[config.mk]
export PLATFORM = sky130hd
export DESIGN_NAME = sa_load_sequencer
export DESIGN_NICKNAME = d
export VERILOG_FILES = /design/src/rtl/sa_load_sequencer.sv
export SDC_FILE = /design/constraint.sdc
export NUM_CORES = 1
export LEC_CHECK = 0
export CORE_UTILIZATION = 45
export DETAILED_ROUTE_END_ITERATION = 7
export GPL_ROUTABILITY_DRIVEN = 0
export PLACE_DENSITY = 0.79
export SLEW_MARGIN = 20
export SYNTH_ARGS = -nofsm -noshare
export SYNTH_HDL_FRONTEND = slang
export SYNTH_SLANG_ARGS = --single-unit
[constraint.sdc]
create_clock -name clk -period 1.8 [get_ports clk]
set_input_delay 0.18 -clock clk [delete_from_list [all_inputs] [get_ports clk]]
set_output_delay 0.18 -clock clk [all_outputs]
set_load 0.01 [all_outputs]
[src/rtl/sa_load_sequencer.sv]
// sa_load_sequencer
// Sequences one tile job into a systolic array. A job optionally loads N
// weight rows, then always loads N input rows, each input row carrying its
// partial-sum row. Every accepted row is first captured into a staging
// register. It then appears on the array load strobes one cycle later, so
// all array-facing outputs come straight from flops.
//
// Row indices never reach N. The row counter returns to zero only when the
// state that owns it is left. A stalled upstream (row_valid low) freezes the
// counter and produces no strobe.

module sa_load_sequencer #(
    parameter int N          = 4,
    parameter int DW         = 16,
    parameter int GAP_CYCLES = 1
) (
    input  logic                  clk,
    input  logic                  nRST,
    input  logic                  cmd_valid,
    input  logic                  cmd_new_weights,
    output logic                  cmd_ready,
    input  logic                  row_valid,
    input  logic [N*DW-1:0]       row_data,
    input  logic [N*DW-1:0]       row_partial,
    output logic                  row_ready,
    input  logic                  drained,
    input  logic                  fifo_has_space,
    output logic                  weight_en,
    output logic                  input_en,
    output logic                  partial_en,
    output logic [$clog2(N)-1:0]  row_in_en,
    output logic [$clog2(N)-1:0]  row_ps_en,
    output logic [N*DW-1:0]       array_in,
    output logic [N*DW-1:0]       array_in_partials,
    output logic                  busy,
    output logic                  done
);

    localparam int RW = N * DW;
    localparam int IW = $clog2(N);
    localparam int GW = (GAP_CYCLES > 1) ? $clog2(GAP_CYCLES) : 1;

    localparam logic [IW-1:0] IDX_ZERO  = {IW{1'b0}};
    localparam logic [IW-1:0] IDX_ONE   = IW'(1);
    localparam logic [IW-1:0] IDX_LAST  = IW'(N - 1);
    localparam logic [RW-1:0] ROW_ZERO  = {RW{1'b0}};
    localparam logic [GW-1:0] GAP_ZERO  = {GW{1'b0}};
    localparam logic [GW-1:0] GAP_ONE   = GW'(1);
    localparam logic [GW-1:0] GAP_LOAD  = GW'((GAP_CYCLES > 0) ? (GAP_CYCLES - 1) : 0);

    typedef enum logic [2:0] {
        ST_IDLE       = 3'd0,
        ST_WAIT_DRAIN = 3'd1,
        ST_LOAD_W     = 3'd2,
        ST_WAIT_SPACE = 3'd3,
        ST_LOAD_IN    = 3'd4,
        ST_GAP        = 3'd5,
        ST_DONE       = 3'd6
    } state_t;

    state_t          state_r;
    logic [IW-1:0]   count_r;
    logic [GW-1:0]   gap_cnt_r;
    logic            last_row_r;

    // Staging stage: what was accepted on the previous edge.
    logic            cap_w_r;
    logic            cap_in_r;
    logic [IW-1:0]   cap_idx_r;
    logic [RW-1:0]   cap_data_r;
    logic [RW-1:0]   cap_part_r;

    // Output stage driving the array.
    logic            weight_en_r;
    logic            input_en_r;
    logic            partial_en_r;
    logic [IW-1:0]   row_in_en_r;
    logic [IW-1:0]   row_ps_en_r;
    logic [RW-1:0]   array_in_r;
    logic [RW-1:0]   array_in_partials_r;

    logic            row_ready_s;
    logic            idx_last_s;

    assign row_ready_s = (state_r == ST_LOAD_W) || (state_r == ST_LOAD_IN);
    assign idx_last_s  = (count_r == IDX_LAST);

    assign row_ready         = row_ready_s;
    assign cmd_ready         = (state_r == ST_IDLE);
    assign busy              = (state_r != ST_IDLE);
    assign done              = (state_r == ST_DONE);
    assign weight_en         = weight_en_r;
    assign input_en          = input_en_r;
    assign partial_en        = partial_en_r;
    assign row_in_en         = row_in_en_r;
    assign row_ps_en         = row_ps_en_r;
    assign array_in          = array_in_r;
    assign array_in_partials = array_in_partials_r;

    // Job state machine; also captures each accepted row into the staging stage.
    always_ff @(posedge clk or negedge nRST) begin
        if (!nRST) begin
            state_r    <= ST_IDLE;
            count_r    <= IDX_ZERO;
            gap_cnt_r  <= GAP_ZERO;
            last_row_r <= 1'b0;
            cap_w_r    <= 1'b0;
            cap_in_r   <= 1'b0;
            cap_idx_r  <= IDX_ZERO;
            cap_data_r <= ROW_ZERO;
            cap_part_r <= ROW_ZERO;
        end else begin
            // Staging defaults to empty so idle cycles present all-zero payloads.
            cap_w_r    <= 1'b0;
            cap_in_r   <= 1'b0;
            cap_idx_r  <= IDX_ZERO;
            cap_data_r <= ROW_ZERO;
            cap_part_r <= ROW_ZERO;

            case (state_r)
                ST_IDLE: begin
                    if (cmd_valid) begin
                        count_r    <= IDX_ZERO;
                        last_row_r <= 1'b0;
                        state_r    <= cmd_new_weights ? ST_WAIT_DRAIN : ST_WAIT_SPACE;
                    end
                end

                ST_WAIT_DRAIN: begin
                    if (drained) begin
                        count_r <= IDX_ZERO;
                        state_r <= ST_LOAD_W;
                    end
                end

                ST_LOAD_W: begin
                    if (row_valid) begin
                        cap_w_r    <= 1'b1;
                        cap_idx_r  <= count_r;
                        cap_data_r <= row_data;
                        if (idx_last_s) begin
                            // Weights are followed directly by inputs; space is not rechecked.
                            count_r <= IDX_ZERO;
                            state_r <= ST_LOAD_IN;
                        end else begin
                            count_r <= count_r + IDX_ONE;
                        end
                    end
                end

                ST_WAIT_SPACE: begin
                    if (fifo_has_space) begin
                        count_r <= IDX_ZERO;
                        state_r <= ST_LOAD_IN;
                    end
                end

                ST_LOAD_IN: begin
                    if (row_valid) begin
                        cap_in_r   <= 1'b1;
                        cap_idx_r  <= count_r;
                        cap_data_r <= row_data;
                        cap_part_r <= row_partial;
                        last_row_r <= idx_last_s;
                        count_r    <= idx_last_s ? IDX_ZERO : (count_r + IDX_ONE);
                        if (GAP_CYCLES == 0) begin
                            state_r <= idx_last_s ? ST_DONE : ST_LOAD_IN;
                        end else begin
                            gap_cnt_r <= GAP_LOAD;
                            state_r   <= ST_GAP;
                        end
                    end
                end

                ST_GAP: begin
                    if (gap_cnt_r == GAP_ZERO) begin
                        state_r <= last_row_r ? ST_DONE : ST_LOAD_IN;
                    end else begin
                        gap_cnt_r <= gap_cnt_r - GAP_ONE;
                    end
                end

                ST_DONE: begin
                    last_row_r <= 1'b0;
                    count_r    <= IDX_ZERO;
                    state_r    <= ST_IDLE;
                end

                default: begin
                    count_r    <= IDX_ZERO;
                    gap_cnt_r  <= GAP_ZERO;
                    last_row_r <= 1'b0;
                    state_r    <= ST_IDLE;
                end
            endcase
        end
    end

    // Output stage: presents the staged row to the array for exactly one cycle.
    always_ff @(posedge clk or negedge nRST) begin
        if (!nRST) begin
            weight_en_r         <= 1'b0;
            input_en_r          <= 1'b0;
            partial_en_r        <= 1'b0;
            row_in_en_r         <= IDX_ZERO;
            row_ps_en_r         <= IDX_ZERO;
            array_in_r          <= ROW_ZERO;
            array_in_partials_r <= ROW_ZERO;
        end else begin
            weight_en_r         <= cap_w_r;
            input_en_r          <= cap_in_r;
            partial_en_r        <= cap_in_r;
            row_in_en_r         <= cap_idx_r;
            row_ps_en_r         <= cap_in_r ? cap_idx_r : IDX_ZERO;
            array_in_r          <= cap_data_r;
            array_in_partials_r <= cap_part_r;
        end
    end

endmodule

==> impl_results.md <==
* Run status: finished, final reports clean
* Share of Yosys cell area claimed by the top area cell type at 84.46%
* PortBufs at between 200 and 300
* Synth top cells by count: 272 x dfrtp_1, 67 x and2_1, 66 x and3_1, 18 x clkbuf_1, 6 x inv_1
* Syn Nets at ~610
* Lkg Pwr at 6.012 nW
* Pins over their slew limit at 0
* Skew final at 11.38 ps
* Die span in y at 135.8 microns
* F_max at between 0.5 and 0.6 GHz
* Post-DRT Antenna Nets at 0
* Residual DRC at 0
* Starting Density at a little under half
* Crit path kind: flop to output port
* Largest net degree at the start of global routing at 66
* Clock slew at reported path FFs at 60 ps
* Share of layout cells above drive strength 1 at roughly 9.0%
* Post-synth top area cell: dfrtp_1
* Total Nets Final at 904
* Compound-Gate Fraction of Synth Area at 1.164%
* Slowest stage delay, CP at 410 ps
* Crit share post-route at roughly 96%
* Hold crit path type: input port to flop
* Total die area at 18,450 sq um
* DR vias at 4,662
* First drt pass iteration count at 4
* Initial DRC Count at 141
* Synth Register Bits at 272
* Final WL at 18.27 mm
* Post-synthesis mux area share at 0.6365%
* Crit start category: flop
* Mapped Area at just over 8000 sq um
* Count leader, synth: dfrtp_1
* WP data required at 1620 ps
* Dpl cells at between 900 and 1,000
* Post-synth EDFFs at 0
* Combinational family with the most area after synthesis: simple AND/OR/NAND/NOR gates
* CP cell instances: buf_4 > nor3_2 > dlygate4sd2_1
* IO Count at 274
* Simple-Gate Fraction of Synth Area at 11.68%
* Async SR Flop Fraction at 100.0%
* Core area at around 17,000 sq um
* H-tree levels at 1
* Worst Path Max Fanout at 7
* Inserted Clock Buffers at 26
* Actual slew at the worst max-slew pin at 486.6 ps
* Peak VDD IR at 1.574 mV
* Fin. Hold Viols at 0
* PD cells at ~1300 nW/um^2
* Total track usage at between 20% and 30%
* Longest Clk Path Bufs at 3
* Grt ovf at 0
* Detailed-route vias per instance at 4.616
* DP HPWL at 12.29 mm
* Final Non-Filler Cells at about 1,000
* Number of diodes at 0
* TritonCTS clock tree: done
* Filler Cell Count at 1,169
* Setup TNS at 0 ps
* Post-Syn Area per Cell at ~17 sq um
* Worst EP arrival at 1550 ps
* Ys flop type: dfrtp_1
* Sink Count at around 270
* Area delta synth->final at 49.50%
* Max transition margin at roughly two thirds
* First-pass GRT wire length at 27.73 mm
* Initial antenna violation count at 0
* Sequential share of the synthesized area at between 80% and 90%
* Post-Synth XOR/XNOR Area at 0%
* Vias in the first global route at 5,072
* Max cap viols at 0
* Synth warn at 0
* Wire length per cell at between 15 and 20 microns
* Row count at 48
* RSZ-0062 raised after global routing: no
* Post-Syn Instances at approximately 470
* Crit path capture type: output port
* Final setup vio count at 0
* Synth top area cells: dfrtp_1 84%, and2_1 5.2%, and3_1 5.1%, clkbuf_1 0.84%, mux2i_1 0.50%
* Root buf cell: clkbuf_16
* Fin crit period at between 1500 and 2000 ps
* Clock latency on the worst-skew pair at 510 ps
* CP max stage cell: dfrtp_2
* Synth Area in Adders at less than 1%
* Netlist cell types at 26
* Die width at 135.8 microns
==> layer usage <==
layer	up-vias	track usage (%)	wire, microns
met4	0	5.680	371
met2	202	35.06	9410
met3	30	5.556	1579
met5	-	0	0
li1	2102	-	-
met1	2328	24.08	6908
==> registers in the layout, indices dropped and copies added (netlist names), 2 cells and up <==
register,flops
cap_idx_r,2
cap_part_r,64
array_in,64
count_r,2
row_in_en,2
row_ps_en,2
array_in_partials,64
cap_data_r,64
state_r,3
==> logic make-up after synthesis <==
kind of cell	count (synthesis)
fa+ha+maj	1
simple gates	153
buf+inv	32
compound gates	10
flops	272
mux	5
==> critical path: cells and delay by family, from the launching register on <==
family | cells | cell delay (ps)
buffers and inverters | 2 | 460
and+or+nand+nor | 1 | 170
DFF | 1 | 410
==> placed cells by master, fill, tap and decap left out, types with 2 or more instances in the layout <==
master	count
inv_1	6
nor3_2	3
dlygate4sd2_1	3
buf_6	3
clkbuf_16	27
clkdlybuf4s50_1	267
nor2_1	5
nand2b_4	2
bufinv_16	3
dfrtp_2	3
buf_4	12
clkbuf_1	7
buf_12	5
mux2i_1	4
nand3_1	5
and3_1	66
dfrtp_1	269
clkinv_2	4
o21ai_0	3
and2_1	67
clkbuf_8	4
nand2_1	4
==> worst paths after layout <==
path / startpoint / endpoint / slack (ps) / depth (start not counted)
hold / removal: row_valid / cap_w_r$_DFF_PN0_ / 140 / 4
setup / recovery: state_r[0]$_DFFE_PN0P_ / done / 70 / 3
hold reg to reg: cap_part_r[4]$_DFF_PN0_ / array_in_partials[4]$_DFF_PN0_ / 340 / 0
setup reg to reg: state_r[2]$_DFFE_PN0P_ / count_r[0]$_DFFE_PN0P_ / 100 / 6
min in group asynchronous: nRST / array_in_partials[48]$_DFF_PN0_ / 210 / 2
max in group asynchronous: nRST / state_r[0]$_DFFE_PN0P_ / 940 / 3
==> area by class of cell <==
class	count	area, sq um	share of cell area, %
clock buffers	38	757.0	6.283
flip-flops and latches	272	6810	56.53
inverters	6	22.52	0.1869
clock inverters	7	110.1	0.9139
repair buffers	293	2953	24.51
well taps	225	281.5	2.337
multi-input cells	169	1114	9.243
==> what timing repair did <==
item | 4_1_cts | 5_1_grt
setup buffers | 7 | 1
pin swaps | 1 | 1
gates resized for setup | 12 | 3
hold buffers | 1 | 0
setup endpoints to repair | 4 | 1
hold endpoints to repair | 59 | 0
==> power breakdown <==
| part | total (W) | internal (W) | switching, W |
|---|---|---|---|
| clock network | 0.00547 | 0.00332 | 0.00214 |
| logic | 0.00274 | 0.00145 | 0.00129 |
| registers | 0.00715 | 0.00687 | 0.000276 |
| total | 0.0154 | 0.0117 | 0.00371 |
==> metrics by stage <==
stage	utilization [%]	hold slack (ps)	worst slack, ps	total power (W)	instance area [sq um]
after floorplan	-	-115.6	368.7	0.008334	8059
after global placement	63.69	153.1	155.0	0.009729	11090
after detailed placement	63.69	164.1	40.81	0.009875	11090
after CTS	69.05	124.3	26.87	0.01547	12030
after global routing	69.17	153.1	5.546	0.01603	12050
final	69.17	141.2	70.75	0.01536	12050
Power figures use the tool's default switching activity.
